### src/rtl/uart_tx_arbiter_pkg.sv
// Shared types and constants for the two-requester UART transmit arbiter.
package uart_tx_arbiter_pkg;

  localparam int REQ_0 = 0;
  localparam int REQ_1 = 1;

  typedef enum logic [3:0] {
    ST_IDLE      = 4'b0001,
    ST_SEND      = 4'b0010,
    ST_SETTLE    = 4'b0100,
    ST_WAIT_DONE = 4'b1000
  } state_t;

  function automatic int calcNBytes(input int nWord, input int nData);
    return nWord / nData;
  endfunction

  // A single-byte word still needs a one-bit index register.
  function automatic int idxWidth(input int nBytes);
    return (nBytes > 1) ? $clog2(nBytes) : 1;
  endfunction

endpackage

### src/rtl/uart_tx_arbiter_timer.sv
// Accept-timeout counter: runs while the arbiter waits for tx_uart to take a byte.
module uart_tx_arbiter_timer #(
  parameter int ACK_TIMEOUT = 16
) (
  input  logic clock,
  input  logic reset,
  input  logic i_run,
  output logic o_expired
);

  localparam int CW = $clog2(ACK_TIMEOUT + 1);
  localparam logic [CW-1:0] LAST = CW'(ACK_TIMEOUT - 1);

  logic [CW-1:0] r_count;

  // Cleared whenever the arbiter is outside SEND, so every byte gets a fresh window.
  always_ff @(posedge clock) begin
    if (reset || !i_run) begin
      r_count <= '0;
    end else if (r_count != LAST) begin
      r_count <= r_count + 1'b1;
    end
  end

  assign o_expired = i_run && (r_count == LAST);

endmodule

### src/rtl/uart_tx_arbiter.sv
// Round-robin arbiter feeding one tx_uart from two word-wide requesters, LSB byte first.
module uart_tx_arbiter
  import uart_tx_arbiter_pkg::*;
#(
  parameter int N_DATA      = 8,
  parameter int N_WORD      = 32,
  parameter int ACK_TIMEOUT = 16
) (
  input  logic              clock,
  input  logic              reset,
  input  logic [1:0]        req,
  input  logic [N_WORD-1:0] word_0,
  input  logic [N_WORD-1:0] word_1,
  output logic [1:0]        ack,
  output logic [1:0]        done,
  output logic              err,
  output logic              busy,
  output logic [N_DATA-1:0] tx_din,
  output logic              tx_start,
  input  logic              read_tx,
  input  logic              tx_done_tick
);

  localparam int N_BYTES = calcNBytes(N_WORD, N_DATA);
  localparam int IDXW    = idxWidth(N_BYTES);
  localparam logic [IDXW-1:0] LAST_IDX = IDXW'(N_BYTES - 1);

  state_t            r_state, w_state;
  logic [IDXW-1:0]   r_byteIdx, w_byteIdx;
  logic              r_lastGrant, w_lastGrant;
  logic              r_grant, w_grant;
  logic [N_WORD-1:0] r_wordReg, w_wordReg;
  logic [N_DATA-1:0] r_txDin, w_txDin;
  logic              r_txStart, w_txStart;
  logic              r_err, w_err;
  logic              r_busy, w_busy;
  logic [1:0]        r_ack, w_ack;
  logic [1:0]        r_done, w_done;

  logic              w_pick;
  logic [N_WORD-1:0] w_pickWord;
  logic [IDXW-1:0]   w_nextIdx;
  logic              w_timeout;

  // Lone requester wins outright; on contention the one not served last wins.
  function automatic logic pickRequester(input logic [1:0] reqs, input logic lastGrant);
    if (reqs == 2'b01) return 1'(REQ_0);
    if (reqs == 2'b10) return 1'(REQ_1);
    return ~lastGrant;
  endfunction

  uart_tx_arbiter_timer #(
    .ACK_TIMEOUT(ACK_TIMEOUT)
  ) u_timer (
    .clock    (clock),
    .reset    (reset),
    .i_run    (r_state == ST_SEND),
    .o_expired(w_timeout)
  );

  always_ff @(posedge clock) begin
    if (reset) begin
      r_state     <= ST_IDLE;
      r_byteIdx   <= '0;
      r_lastGrant <= 1'b1;
      r_grant     <= 1'b0;
      r_wordReg   <= '0;
      r_txDin     <= '0;
      r_txStart   <= 1'b0;
      r_err       <= 1'b0;
      r_busy      <= 1'b0;
      r_ack       <= '0;
      r_done      <= '0;
    end else begin
      r_state     <= w_state;
      r_byteIdx   <= w_byteIdx;
      r_lastGrant <= w_lastGrant;
      r_grant     <= w_grant;
      r_wordReg   <= w_wordReg;
      r_txDin     <= w_txDin;
      r_txStart   <= w_txStart;
      r_err       <= w_err;
      r_busy      <= w_busy;
      r_ack       <= w_ack;
      r_done      <= w_done;
    end
  end

  always_comb begin
    w_state     = r_state;
    w_byteIdx   = r_byteIdx;
    w_lastGrant = r_lastGrant;
    w_grant     = r_grant;
    w_wordReg   = r_wordReg;
    w_txDin     = r_txDin;
    w_txStart   = r_txStart;
    w_busy      = r_busy;
    w_err       = 1'b0;
    w_ack       = '0;
    w_done      = '0;
    w_pick      = pickRequester(req, r_lastGrant);
    w_pickWord  = w_pick ? word_1 : word_0;
    w_nextIdx   = r_byteIdx + 1'b1;

    case (r_state)
      ST_IDLE: begin
        if (|req) begin
          w_grant        = w_pick;
          w_wordReg      = w_pickWord;
          w_ack[w_pick]  = 1'b1;
          w_busy         = 1'b1;
          w_byteIdx      = '0;
          w_txStart      = 1'b1;
          w_txDin        = w_pickWord[N_DATA-1:0];
          w_state        = ST_SEND;
        end
      end
      ST_SEND: begin
        if (read_tx) begin
          w_txStart = 1'b0;
          w_state   = ST_SETTLE;
        end else if (w_timeout) begin
          w_txStart   = 1'b0;
          w_err       = 1'b1;
          w_busy      = 1'b0;
          w_lastGrant = r_grant;
          w_state     = ST_IDLE;
        end
      end
      // tx_done_tick is still at its idle-high level here, so it must not be trusted yet.
      ST_SETTLE: begin
        w_state = ST_WAIT_DONE;
      end
      ST_WAIT_DONE: begin
        if (tx_done_tick) begin
          if (r_byteIdx == LAST_IDX) begin
            w_done[r_grant] = 1'b1;
            w_busy          = 1'b0;
            w_lastGrant     = r_grant;
            w_state         = ST_IDLE;
          end else begin
            w_byteIdx = w_nextIdx;
            w_txDin   = r_wordReg[int'(w_nextIdx) * N_DATA +: N_DATA];
            w_txStart = 1'b1;
            w_state   = ST_SEND;
          end
        end
      end
      default: begin
        w_state = ST_IDLE;
      end
    endcase
  end

  assign ack      = r_ack;
  assign done     = r_done;
  assign err      = r_err;
  assign busy     = r_busy;
  assign tx_din   = r_txDin;
  assign tx_start = r_txStart;

endmodule

### config.mk
export PLATFORM = sky130hd
export DESIGN_NAME = uart_tx_arbiter
export DESIGN_NICKNAME = d
export VERILOG_FILES = /design/src/rtl/uart_tx_arbiter_pkg.sv /design/src/rtl/uart_tx_arbiter_timer.sv /design/src/rtl/uart_tx_arbiter.sv
export SDC_FILE = /design/constraint.sdc
export NUM_CORES = 1
export LEC_CHECK = 0
export CORE_UTILIZATION = 38
export DETAILED_ROUTE_END_ITERATION = 10
export GPL_TIMING_DRIVEN = 0
export HOLD_SLACK_MARGIN = 0.1
export PLACE_DENSITY = 0.67
export SETUP_SLACK_MARGIN = 0.2
export SYNTH_ARGS = -nofsm -noshare
export SYNTH_HDL_FRONTEND = slang
export SYNTH_HIERARCHICAL = 1
export SYNTH_SLANG_ARGS = --single-unit
### constraint.sdc
create_clock -name clock -period 2.6 [get_ports clock]
set_input_delay 0.78 -clock clock [delete_from_list [all_inputs] [get_ports clock]]
set_output_delay 0.78 -clock clock [all_outputs]
set_load 0.05 [all_outputs]
# Word-level counts from Yosys, hierarchy flattened
# Index checks and enable logic that the tools add are counted.
# totals
register_bits	60
input_bits	70
output_inout_bits	15
# classes
add_sub_neg	2
magnitude_cmp	4
n_eq_ne	16
n_shift	1
muxes	42
bitwise_logic	7
reduce_logical	18
# ops
op	n
$mux W32	1
$shiftx A32 B6 Y8	1
$mux W8	3
$mux W1	22
$mux W4	4
$pmux W4 S4	1
$pmux W8 S2	1
$ne A2 B2 Y1 const B	6
$reduce_and A5 Y1	2
$mux W2	4
$not A1 Y1	7
$pmux W1 S3	2
$reduce_and A6 Y1	1
$reduce_or A3 Y1	2
$add A5 B1 Y5 const B	1
$eq A5 B4 Y1 const B	1
$ne A5 B4 Y1 const B	1
$eq A2 B2 Y1 const B	2
$eq A4 B1 Y1 const B	1
$eq A4 B2 Y1 const B	1
$eq A4 B3 Y1 const B	1
$eq A4 B4 Y1 const B	1
$lt A1 B2 Y1 const B	2
$pmux W2 S2	1
16 further kinds	21

# Logic depth before layout (Yosys ltp)
# depth
depth_word	9
ltp_mapped	10

# Cells and area by module
# The synthesis kept the hierarchy.
# by_module_without_submodules
mod	instances	cells_each	area_per_inst_um2	seq_area_each_um2
uart_tx_arbiter	1	271	2636.3	1101.1
uart_tx_arbiter_timer	1	25	255.2	100.1

# Worst setup path after synthesis
# OpenSTA, ideal clock, no wires.
# synth_path
kind	input -> register
startpoint	input req[0]
endpoint	register r_wordReg[17]
arrival_ps	2061
slack_ps	453
stages	6
cell_sequence	maj3_1 -> buf_2 -> buf_2 -> buf_2 -> mux2i_1 -> a211oi_1
# synth_via
elab_chain_cells	6
word_cells_on_any_way	11
# synth_lines
item	line	rtl
start: declaration	uart_tx_arbiter.sv:11	input logic [1:0] req,
$eq A2 B2 Y1	uart_tx_arbiter.sv:48	if (reqs == 2'b10) return 1'(REQ_1);
$mux W1 (2 in a row)	uart_tx_arbiter.sv:48	
$mux W1	uart_tx_arbiter.sv:49	return ~lastGrant;
$mux W1	uart_tx_arbiter.sv:48	
$mux W32	uart_tx_arbiter.sv:102	w_pickWord = w_pick ? word_1 : word_0;
end signal: assignment	uart_tx_arbiter.sv:79	r_wordReg <= w_wordReg;
end: declaration	uart_tx_arbiter.sv:32	logic [N_WORD-1:0] r_wordReg, w_wordReg;
# Parallel ways exist; a longest one is shown, timed or not. The select of a mux whose other input is x is not followed.
# A chain may end at the register's enable or synchronous reset.

# Worst setup path after layout
# layout_path
startpoint	input req[1]
endpoint	register r_txDin[6], in the netlist tx_din[6]
# layout_via
elab_chain_cells	8
word_cells_on_any_way	14
# layout_lines
item	line	rtl
$eq A2 B2 Y1	uart_tx_arbiter.sv:48	
$mux W1 (2 in a row)	uart_tx_arbiter.sv:48	
$mux W1	uart_tx_arbiter.sv:49	
$mux W1	uart_tx_arbiter.sv:48	
$mux W32	uart_tx_arbiter.sv:102	
$mux W8	uart_tx_arbiter.sv:107	if (|req) begin
$pmux W8 S2	uart_tx_arbiter.sv:105	case (r_state)
end signal: assignment	uart_tx_arbiter.sv:80	r_txDin <= w_txDin;
end: declaration	uart_tx_arbiter.sv:33	logic [N_DATA-1:0] r_txDin, w_txDin;
# Parallel ways exist; a longest one is shown, timed or not. The select of a mux whose other input is x is not followed.

==> key figures <==
Status
  – Status: completed

Synth
  – Synthesized cell area: just under 3000 µm²
  – Post-synth top area cell: dfxtp_1
  – Synthesis Warnings: 6
  – EDFF count, synth: 0
  – Top cell type's share of synthesized area: 0.4154
  – Seq cells post-synth: 60
  – Top cells by count, synth: dfxtp_1, nor2_1, mux2i_1, a211oi_1, clkbuf_1
  – Async SR Flop Fraction: 0
  – Post-Syn Instances: 296
  – Synth cell types: 41
  – Syn Nets: approximately 370
  – Syn Area/Cell: 9.769 µm²
  – Count leader, synth: dfxtp_1
  – Top FF cell, synth: dfxtp_1
  – Sequential fraction of the synthesis area: 0.4154
  – Ranking of synthesized cells by area: dfxtp_1, mux2i_1, a211oi_1, nor2_1, mux4_2

Clock network
  – Reg clk slew, reported paths: ~60 ps
  – Max clock buf depth: 2
  – Num Clock Sinks: 60
  – CTS Buf Count: 9
  – Worst-Skew Late Latency: 340 ps
  – Post-CTS setup buffers: 0
  – Clk root buf: clkbuf_8
  – CTS tree: yes
  – CTS HTree Levels: 3

Setup path
  – Crit-path most repeated cell: buf_6
  – Reg2reg path depth: 9
  – CP startpoint kind: input port
  – Crit path max-delay family: buffers and inverters
  – Critical Path Start: req[1]
  – Origin of the critical flop-to-flop path: u_timer/r_count[0]
  – CP Class: input port to flop
  – Slowest-stage cell, CP: clkdlybuf4s50_1
  – Ordered list of cells on the worst path: clkdlybuf4s50_1 -> inv_1 -> maj3_1 -> buf_6 -> buf_6 -> mux2i_2 -> a21oi_1 -> o21a_1
  – Bufs and invs on worst path: 4
  – Slowest Stage Delay on Critical Path: 500 ps
  – CP max FO: 10
  – Critical Path RT: 2840 ps
  – WP depth: 8
  – Type of element capturing the critical path: flop
  – CP arrival: 2540 ps

Floorplan
  – IO Pins: 85
  – Row count: 31
  – Die H: around 89 µm
  – Initial Util: 0.3965
  – Core Box Area: 7292 µm²
  – Die ar.: 7962 µm²
  – Die Width: around 89 µm

Placement
  – Post-DP Area: a little under 4000 µm²
  – DP Cell Count: 479
  – Dpl ws: -349.4 ps
  – Final Wtd Congestion: 0.8182
  – Post-DP HPWL: 5.405 mm
  – Port-buffer cells: 84

Timing
  – Fmax: approximately 430 MHz
  – Finish-stage setup viols: 0
  – Fin. Hold Viols: 0
  – Clock Skew: 5.405 ps
  – Setup WS post-layout: about 290 ps
  – Worst rel slew slack: 0.5383
  – Unrepaired setup endpoints after global routing: yes
  – Tcrit/Tclk final: 0.8865
  – Final Max Tran Viols: 0
  – Worst Tran Pin Value: 692.6 ps
  – Post-layout min period: 2305 ps
  – TNS Setup: 0 ps

Hold path
  – HP Class: flop to flop
  – WHS Path Cells: 2
  – Hold Crit Start: tx_din[7]

Routing
  – DRC viols: 0
  – Initial DRC count: 73
  – Drt wl/cell: 14.05 µm
  – Detailed Routing Iterations Pass 1: 4
  – Vias: 2501
  – Vias per cell: 5.053
  – Routed Antenna Nets: 0
  – DRT Wirelength: about 7.0 mm

Power
  – Pwr dens: 664.3 nW/µm²
  – LEAKAGE: 1.694 nW
  – Total power: 2.714 mW
  – Max VDD drop: 0.0002393 V

Cells and area
  – Design area: 4085 µm²
  – Nets: 464
  – Inserted Diodes: 0
  – Layout cells sized above 1: 0.1086
  – Non-filler cells, final: 495
  – Layout fillers: 722
  – Synthesis-to-finish area growth: 41.28%

Flow run
  – MaxCap Viol Count: 0

Global route
  – Vias in the first global route: 2419
  – First-pass GRT wire length: 11.45 mm
  – Grt total ovfl: 0
  – Initial antenna violation count: 0
  – Pin count of the biggest net entering global routing: 11
  – Global-route usage over all layers: 0.1937
-- final timing paths --
kind | to | slack [ps]
setup / recovery | tx_din[6] | 290
hold / removal | tx_din[7] | 450
setup reg to reg | r_lastGrant | 420
hold reg to reg | tx_din[7] | 450
-- worst min-delay path, delay by kind of cell, from the launching register on --
kind | cells | cell delay (ps)
flip-flops | 1 | 310
AO/OA/AOI/OAI | 1 | 50
AND/OR/NAND/NOR | 1 | 50
-- flip-flops by register name (all words and copies together), names as in the netlist --
name	cells
r_grant	1
r_wordReg	32
tx_start	1
busy	1
r_byteIdx	2
done	2
u_timer/r_count	5
r_state	4
ack	2
r_lastGrant	1
err	1
tx_din	8
-- stage by stage --
stage	utilization	hold WS (ps)
CTS	0.5551	460.0
detailed placement	0.5288	454.0
global route	0.5602	485.6
global placement	0.5288	446.9
floorplan	-	435.6
finish	0.5602	454.7
-- routing by layer --
layer  part of all wire  GRT usage  up-vias  wire (µm)
met3              0.077    0.04432       12        537
met4              0.021    0.09524        0        144
met1               0.45     0.2389     1130       3096
met5                  0          0        -          0
li1                   -          -     1259          -
met2               0.46     0.3192      100       3177
-- power by group --
| part | switching (mW) | leakage [nW] | internal [mW] | total (mW) |
|---|---|---|---|---|
| clock network | 0.349 | 0.0937 | 0.424 | 0.773 |
| logic | 0.426 | 1.11 | 0.368 | 0.794 |
| registers | 0.0859 | 0.494 | 1.06 | 1.15 |
| total | 0.861 | 1.69 | 1.85 | 2.71 |
-- placed cells by master (no fill, tap or decap), types with 3 or more instances in the layout --
cell type | netlist | layout
a211o_1 | 7 | 7
mux4_2 | 8 | 8
dfxtp_1 | 60 | 60
mux2i_2 | 0 | 3
clkbuf_1 | 16 | 18
inv_1 | 5 | 5
nor3_1 | 3 | 3
nand2_1 | 11 | 11
clkdlybuf4s50_1 | 0 | 84
clkbuf_8 | 0 | 12
ha_1 | 3 | 3
a21oi_1 | 11 | 11
buf_6 | 2 | 6
nor2_1 | 55 | 55
buf_2 | 8 | 4
and3_1 | 3 | 3
a211oi_1 | 33 | 31
mux2i_1 | 38 | 35
-- layout make-up --
class | instances | area [µm²] | area share
Buffer | 27 | 152.6 | 0.03737
Inverter | 5 | 18.77 | 0.004594
Tap cell | 99 | 123.9 | 0.03032
Timing Repair Buffer | 84 | 840.8 | 0.2058
Clock buffer | 15 | 176.4 | 0.04319
Clock inverter | 1 | 5.005 | 0.001225
Multi-Input combinational cell | 204 | 1567 | 0.3835
Sequential cell | 60 | 1201 | 0.2940
-- cell families after synthesis --
logic type	count (synthesis)	synth area share
and+or+nand+nor	90	0.1631
AOI/OAI and AO/OA	60	0.1489
DFF	60	0.4154
adders and majority gates	4	0.01644
muxes	46	0.1939
xor gates and xnor gates	4	0.01212
buffers and inverters	32	0.05019
-- timing repair --
item,CTS,global route
endpoints found under the setup margin,18,26
hold buffers,0,0
endpoints found under the hold margin,0,0
gates resized for setup,4,11
pin swaps,1,1
(Power assumes the default switching activity.)
